### config.mk
export PLATFORM = sky130hd
export DESIGN_NAME = gen_spi_if
export DESIGN_NICKNAME = d
export VERILOG_FILES = /design/src/rtl/gen_spi_if.sv
export SDC_FILE = /design/constraint.sdc
export NUM_CORES = 1
export LEC_CHECK = 0
export BUFFER_PORTS_ARGS = -buffer_cell sky130_fd_sc_hd__clkbuf_2
export CORE_MARGIN = 3
export CORE_UTILIZATION = 60
export CTS_CLUSTER_SIZE = 8
export DETAILED_ROUTE_END_ITERATION = 10
export GPL_TIMING_DRIVEN = 0
export PLACE_DENSITY_LB_ADDON = 0.15
export SYNTH_ARGS = -nofsm -noshare
export SYNTH_HDL_FRONTEND = slang
export SYNTH_SLANG_ARGS = --single-unit
### constraint.sdc
create_clock -name clk -period 8.45 [get_ports clk]
set_input_delay 0.845 -clock clk [delete_from_list [all_inputs] [get_ports clk]]
set_output_delay 0.845 -clock clk [all_outputs]
set_load 0.05 [all_outputs]
### src/rtl/gen_spi_if.sv
// rtl/gen_spi_if.sv - register-mapped SPI master with per-device chip selects
// Four-register bus slave driving a tick-paced IDLE/SETUP/LEAD/TRAIL/GAP serial engine.
module gen_spi_if #(
  parameter int NUM_DEVICES = 1,
  parameter int MAX_BITS    = 32
) (
  input  logic                   clk,
  input  logic                   rst_n,
  input  logic                   en_i,
  input  logic                   wr_i,
  input  logic [3:0]             wstrb_i,
  input  logic [1:0]             address_i,
  input  logic [31:0]            dat_i,
  output logic [31:0]            dat_o,
  output logic                   ack_o,
  output logic                   DEV_SCLK,
  output logic                   DEV_MOSI,
  output logic [NUM_DEVICES-1:0] DEV_CS_B,
  input  logic [NUM_DEVICES-1:0] DEV_MISO,
  output logic                   irq_o
);
  localparam logic [7:0]  SEL_MASK  = 8'hFF >> (8 - NUM_DEVICES);
  localparam logic [31:0] DATA_MASK = 32'hFFFF_FFFF >> (32 - MAX_BITS);
  localparam logic [4:0]  NB_MAX    = 5'(MAX_BITS - 1);

  typedef enum logic [2:0] {IDLE, SETUP, LEAD, TRAIL, GAP} state_t;
  state_t state;

  logic [7:0]  prescale, cnt, dev_sel, sel_new;
  logic        cpol, cpha, lsb_first, irq_en;
  logic [3:0]  cs_gap, gap_cnt;
  logic [4:0]  nbits_m1, nb_start, idx, samp_pos, pos_cur, pos_nxt, pos_first;
  logic [31:0] tx_data, rx_data, byte_mask;
  logic        done, busy, overrun, miso_q, samp_pend;
  logic        wr_go, rd_go, tick, start_ok, miso_sel;

  always_comb begin
    wr_go     = en_i && ack_o && wr_i;
    rd_go     = en_i && ack_o && !wr_i;
    tick      = (cnt == prescale);
    byte_mask = {{8{wstrb_i[3]}}, {8{wstrb_i[2]}}, {8{wstrb_i[1]}}, {8{wstrb_i[0]}}};
    sel_new   = wstrb_i[0] ? (dat_i[7:0] & SEL_MASK) : dev_sel;
    nb_start  = !wstrb_i[2] ? nbits_m1 : ((dat_i[20:16] > NB_MAX) ? NB_MAX : dat_i[20:16]);
    start_ok  = wr_go && (address_i == 2'd1) && wstrb_i[3] && dat_i[30] && !busy
                && (sel_new != 8'd0);
    pos_cur   = lsb_first ? idx : nbits_m1 - idx;
    pos_nxt   = lsb_first ? idx + 5'd1 : nbits_m1 - idx - 5'd1;
    pos_first = lsb_first ? 5'd0 : nb_start;
    // Descending scan so the lowest-numbered selected device wins.
    miso_sel  = 1'b0;
    for (int i = NUM_DEVICES - 1; i >= 0; i--)
      if (dev_sel[i]) miso_sel = DEV_MISO[i];
  end

  assign irq_o = done & irq_en;

  always_ff @(posedge clk or negedge rst_n) begin
    if (!rst_n) begin
      state <= IDLE;  prescale <= '0;  cnt <= '0;  dev_sel <= '0;
      cpol <= 1'b0;  cpha <= 1'b0;  lsb_first <= 1'b0;  irq_en <= 1'b0;
      cs_gap <= '0;  gap_cnt <= '0;  nbits_m1 <= '0;  idx <= '0;  samp_pos <= '0;
      tx_data <= '0;  rx_data <= '0;  done <= 1'b0;  busy <= 1'b0;  overrun <= 1'b0;
      miso_q <= 1'b0;  samp_pend <= 1'b0;  ack_o <= 1'b0;  dat_o <= '0;
      DEV_SCLK <= 1'b0;  DEV_MOSI <= 1'b0;  DEV_CS_B <= '1;
    end else begin
      ack_o     <= en_i;
      miso_q    <= miso_sel;
      samp_pend <= 1'b0;
      // Capture one clock after the sampling edge so miso_q reflects the line at that edge.
      if (samp_pend) rx_data[samp_pos] <= miso_q;

      if (rd_go) begin
        case (address_i)
          2'd0: dat_o <= {16'd0, cs_gap, irq_en, lsb_first, cpha, cpol, prescale};
          2'd1: dat_o <= {busy, 10'd0, nbits_m1, 8'd0, dev_sel};
          2'd2: dat_o <= rx_data;
          default: dat_o <= {29'd0, overrun, busy, done};
        endcase
      end

      if (wr_go) begin
        if (busy && address_i != 2'd3) overrun <= 1'b1;
        else begin
          case (address_i)
            2'd0: begin
              if (wstrb_i[0]) prescale <= dat_i[7:0];
              if (wstrb_i[1]) {cs_gap, irq_en, lsb_first, cpha, cpol} <= dat_i[15:8];
            end
            2'd1: begin
              dev_sel  <= sel_new;
              nbits_m1 <= nb_start;
            end
            2'd2: tx_data <= ((tx_data & ~byte_mask) | (dat_i & byte_mask)) & DATA_MASK;
            default: if (wstrb_i[0]) begin
              if (dat_i[0]) done <= 1'b0;
              if (dat_i[2]) overrun <= 1'b0;
            end
          endcase
        end
      end

      if (state != IDLE) cnt <= tick ? 8'd0 : cnt + 8'd1;

      case (state)
        IDLE: begin
          DEV_SCLK <= cpol;
          if (start_ok) begin
            state    <= SETUP;
            busy     <= 1'b1;
            cnt      <= '0;
            idx      <= '0;
            rx_data  <= '0;
            DEV_CS_B <= ~sel_new[NUM_DEVICES-1:0];
            if (!cpha) DEV_MOSI <= tx_data[pos_first];
          end
        end
        SETUP: if (tick) begin
          state    <= LEAD;
          DEV_SCLK <= !cpol;
          if (cpha) DEV_MOSI <= tx_data[pos_cur];
          else begin samp_pend <= 1'b1; samp_pos <= pos_cur; end
        end
        LEAD: if (tick) begin
          state    <= TRAIL;
          DEV_SCLK <= cpol;
          if (cpha) begin samp_pend <= 1'b1; samp_pos <= pos_cur; end
          else if (idx != nbits_m1) DEV_MOSI <= tx_data[pos_nxt];
        end
        TRAIL: if (tick) begin
          if (idx == nbits_m1) begin
            state   <= GAP;
            gap_cnt <= '0;
          end else begin
            idx      <= idx + 5'd1;
            state    <= LEAD;
            DEV_SCLK <= !cpol;
            if (cpha) DEV_MOSI <= tx_data[pos_nxt];
            else begin samp_pend <= 1'b1; samp_pos <= pos_nxt; end
          end
        end
        GAP: if (tick) begin
          if (gap_cnt == cs_gap) begin
            state    <= IDLE;
            busy     <= 1'b0;
            done     <= 1'b1;
            DEV_CS_B <= '1;
          end else gap_cnt <= gap_cnt + 4'd1;
        end
        default: state <= IDLE;
      endcase
    end
  end
endmodule

### Yosys cells after proc, flatten, opt, wreduce, memory -nomap -nowiden

Cells that the tools add are included.

| word-level totals | value |
|---|---|
| register bits after elaboration | 159 |
| bits in latches | 0 |
| memory bits (writable) | 0 |
| bits in read-only memories | 0 |
| input bits | 43 |
| output and inout port bits | 37 |
| logic and storage cells | 201 |
| memories | 0 |

| operators by class | value |
|---|---|
| $add $sub $neg | 5 |
| multipliers | 0 |
| divide/modulo/power cells | 0 |
| $lt $le $gt $ge | 6 |
| equality and inequality tests | 29 |
| shift-type cells | 0 |
| mux-type cells | 92 |
| bitwise gates (word level) | 7 |
| reduce and logical (&&, ||, !) cells | 37 |

Operators with widths:

| operator | number |
|---|---|
| $mux 32 | 3 |
| $pmux 32 s3 | 1 |
| $mux 5 | 15 |
| $and 32x32->32 | 2 |
| $mux 1 | 43 |
| $mux 8 | 5 |
| $ne 2x2->1 const B | 18 |
| $bwmux 32 | 1 |
| $not 32->32 | 1 |
| $or 32x32->32 | 1 |
| $lt 5x6->1 const B | 4 |
| $mux 3 | 7 |
| $reduce_and 4->1 | 5 |
| $mux 4 | 4 |
| $bmux 1 s5 | 3 |
| $pmux 3 s5 | 1 |
| $pmux 5 s3 | 1 |
| $reduce_and 11->1 | 1 |
| $logic_and 1x1->1 | 10 |
| $pmux 5 s2 | 1 |
| $reduce_and 5->1 | 2 |
| $reduce_bool 2->1 | 5 |
| $add 8x1->8 const B | 1 |
| $eq 8x8->1 | 1 |
| other kinds (32) | 40 |

### Logic depth before layout (Yosys ltp)

| logic depth | value |
|---|---|
| depth after elaboration | 9 |
| depth in mapped cells | 14 |
| depth with buffers taken out | 13 |

### Worst setup path before layout

Ideal clock, no wire load.

| path | value |
|---|---|
| path kind | reg2reg |
| start | register nbits_m1[0] |
| end | register DEV_MOSI |
| library setup time | 0.131 ns |
| data arrival time | 2.828 ns |
| data required time | 8.319 ns |
| setup slack | 5.491 ns |
| stages on the path, launching flop included | 13 |
| buffers on the path | 0 |
| period minus slack after synthesis | 2.959 ns |
| path through | dfrtp_1 > inv_1 > ha_1 > inv_1 > fa_1 > inv_1 > ha_1 > o21ai_2 > mux4_2 > mux2i_1 > mux2i_1 > a31oi_1 > a31oi_1 |

| between the ends | value |
|---|---|
| word-level cells in the longest chain between the ends | 9 |
| elaborated cells on any way between the ends | 28 |
| classes of those cells | add/sub: 2; eq/ne: 4; mux: 21; reduce/logical: 1 |

RTL lines:

| item | line | RTL |
|---|---|---|
| from (decl) | 32 | `logic [4:0] nbits_m1, nb_start, idx, samp_pos, pos_cur, pos_nxt, pos_first;` |
| from (signal assigned) | 91 | `nbits_m1 <= nb_start;` |
| $sub 5x5->5 | 46, 47 |  |
| $sub 5x1->5 | 47 | `pos_nxt = lsb_first ? idx + 5'd1 : nbits_m1 - idx - 5'd1;` |
| $mux 5 | 47 |  |
| $bmux 1 s5 | 127, 137 |  |
| $mux 1 (not written as such) | 127, 137 |  |
| $mux 1 (on tied branches) | 137, 127 |  |
| $mux 1 (on tied branches) | 130, 126 |  |
| $mux 1 (on tied branches) | 129, 123 |  |
| $pmux 1 s4 | 104 | `case (state)` |
| to (signal assigned) | 114 | `if (!cpha) DEV_MOSI <= tx_data[pos_first];` |
| to (signal assigned) | 127 | `else if (idx != nbits_m1) DEV_MOSI <= tx_data[pos_nxt];` |
| to (signal assigned) | 137 | `if (cpha) DEV_MOSI <= tx_data[pos_nxt];` |
| to (decl) | 17 | `output logic DEV_MOSI,` |

Several ways; a longest one is shown, not always the timed one. The select of a mux whose other input is x is not followed.
A chain may end at the register's enable or synchronous reset.

### Worst setup path in the final report

Same ends and word-level chain as after synthesis.

==> results.cfg <==
[drt]
num_vias = 7160
routed_wl_um = 22090
dr.pass1.iters = 5
drt_iter0_drc = 584
viasPerCell = 6.194
wire_per_inst_um = 19.11
antenna_left = 0
drc = 0

[grt]
grt.total_usage_pct = 28.61
antenna_found_initial = 0
grt_pass1_wl_um = 36300
overflow = 0
grt_max_degree = 91
grt_pass1_vias = 7040

[floorplan]
fp-row-count = 43
start_util_pct = 62.01
io_pins = 80
die_h_um = 126.5
die_w_um = 126.5
core_region_area_um2 = 14040
dieArea_um2 = 15990

[sta]
final-setup-viol-count = 0
fin_worst_skew_ns = 0.007469
finalSetupTns_ns = 0
holdWs_ns = 0.4279
drv_slew = 0
relSlewSlack_pct = 31.33
worstMarginPinSlew_ns = 1.028
timing.final.ws_setup_ns = 4.868
period_needed_ns = 3.582
period_share_pct = 42.39
hold_viol_final = 0
max_freq_ghz = 0.2792
rsz0062_at_grt = no

[clock_network]
hold_buffers = 0
cts.clk_slew.worst_paths_ns = 0.06
cts_tree = done
clockRootBuffer = clkbuf_16
cts_setup_buffers = 0
cts_num_sinks = 159
cts_resized = 0
clk_latency_ns = 0.43
clock_path_buffers = 2
htree_levels = 4
cts_buffers = 17

[synthesis]
ys_ff_latch = 159
synth_commonest_cells = dfrtp_1, nand2_1, o21ai_0
syn-cell-area_um2 = 8707
seq_area_frac_synth_pct = 45.71
ys_top_cells_by_area = dfrtp_1, mux2_2, nand2_1
synth_cell_types = 74
async_flop_share_pct = 100.0
synth_edf_count = 0
synthCells = 866
yosysMostFrequentCell = dfrtp_1
ys.flop_type = dfrtp_1
synth_nets = 918
yosysTopAreaCell = dfrtp_1
synth_top_area_share_pct = 45.41
yosysWarnings = 0
synth.avg_cell_area_um2 = 10.05

[worst_hold_path]
hp-class = in2async

[setup_path]
r2r_end = DEV_MOSI$_DFFE_PN0P_
end_kind = flip-flop
reg2reg_depth = 12
crit_path_max_fanout = 9
critical_path.startpoint_type = flip-flop
worst-setup-path-type = reg2reg
rrSetupSlack_ns = 4.87
worstPathRequired_ns = 8.76
r2r-start = nbits_m1[0]$_DFFE_PN0P_
arrival_ns = 3.89

[layout]
fillers = 1077
drive_above_1_share_pct = 21.41
nNetsFinal = 1015
postLayoutCellArea_um2 = 9920
antenna_cells = 0
area_growth_pct = 13.92

[power_and_ir_drop]
p_leak_nw = 4.429
power_density_nw_per_um2 = 310.4
ir_drop_uv = 203.7

[placement]
dp_hpwl_um = 16180
place_area_um2 = 9354
io_buffers = 77
place_congestion = 0.9308
place_ws_ns = 4.933

[run]
cap_violations = 0

[run_status]
outcome = finished, final reports clean
==> worst max-delay path, stage by stage, from the launching register on <==
cell     delay, ns
dfrtp_1       0.48
inv_1         0.10
ha_1          0.17
inv_1         0.05
fa_1          0.58
inv_1         0.07
ha_1          0.28
o21ai_2       0.54
mux4_2        0.59
mux2i_1       0.21
mux2i_1       0.11
a31oi_1       0.18
a31oi_1       0.09
==> final cells by class <==
class | count | area (µm²) | area share [%]
Clock buffer | 21 | 460.4 | 4.642
Buffer | 48 | 202.7 | 2.043
Sequential cell | 159 | 3980 | 40.12
Timing Repair Buffer | 78 | 421.7 | 4.251
Tap cell | 180 | 225.2 | 2.270
Clock inverter | 11 | 105.1 | 1.060
Multi-Input combinational cell | 644 | 4468 | 45.04
Inverter | 15 | 56.30 | 0.5676
==> routing by layer <==
layer	track usage, %	part of all wire [%]	up-vias	wire [µm]
met5	0	0	-	0
met2	45.58	47	272	10400
li1	-	-	3334	-
met1	40.23	44	3508	9770
met4	8.328	2.3	0	515
met3	5.600	6.4	46	1409
==> power breakdown <==
group / switching (mW) / internal [mW] / leakage, nW
sequential: 0.138 / 0.918 / 1.93
combinational: 0.774 / 0.503 / 2.23
clock: 0.323 / 0.423 / 0.266
total: 1.23 / 1.84 / 4.43
==> metrics by stage <==
stage | std cells | power [mW] | utilization (%)
2_1_floorplan | 866 | 1.984 | -
3_3_place_gp | 1123 | 2.292 | 66.35
3_5_place_dp | 1124 | 2.324 | 66.61
4_1_cts | 1156 | 3.068 | 70.64
5_1_grt | 1156 | 3.244 | 70.64
6_report | 1156 | 3.079 | 70.64
==> cells in the final DEF, fill, tap and decap left out, drive strengths merged, types with 9 or more instances in the layout <==
master / count
a21oi: 54
a22oi: 9
and2: 12
buf: 15
clkbuf: 132
dfrtp: 158
inv: 18
mux2: 64
mux2i: 47
mux4: 12
nand2: 125
nand2b: 9
nand3: 30
nor2: 49
o21ai: 67
o31ai: 11
xor2: 18
==> cells by family (layout without fill, tap and decap cells) <==
| group | Yosys count | after routing | synth area share, % |
|---|---|---|---|
| muxes | 123 | 123 | 17.07 |
| and+or+nand+nor | 290 | 290 | 16.09 |
| AOI/OAI and AO/OA | 198 | 198 | 14.20 |
| adders and majority gates | 9 | 9 | 1.380 |
| buffers and inverters | 63 | 173 | 2.974 |
| DFF | 159 | 159 | 45.71 |
| xor gates and xnor gates | 24 | 24 | 2.572 |
==> worst max-delay path by stage <==
stage / start / end / slack, ns / cells past startpoint
after floorplan: nbits_m1[0]$_DFFE_PN0P_ / DEV_MOSI$_DFFE_PN0P_ / 5.49 / 12
after global placement: rst_n / cnt[1]$_DFF_PN0_ / 3.72 / 1
after detailed placement: nbits_m1[0]$_DFFE_PN0P_ / DEV_MOSI$_DFFE_PN0P_ / 4.93 / 12
after CTS: nbits_m1[0]$_DFFE_PN0P_ / DEV_MOSI$_DFFE_PN0P_ / 4.90 / 12
after global routing: nbits_m1[0]$_DFFE_PN0P_ / DEV_MOSI$_DFFE_PN0P_ / 4.73 / 12
final: nbits_m1[0]$_DFFE_PN0P_ / DEV_MOSI$_DFFE_PN0P_ / 4.87 / 12
Power figures use the tool's default switching activity.
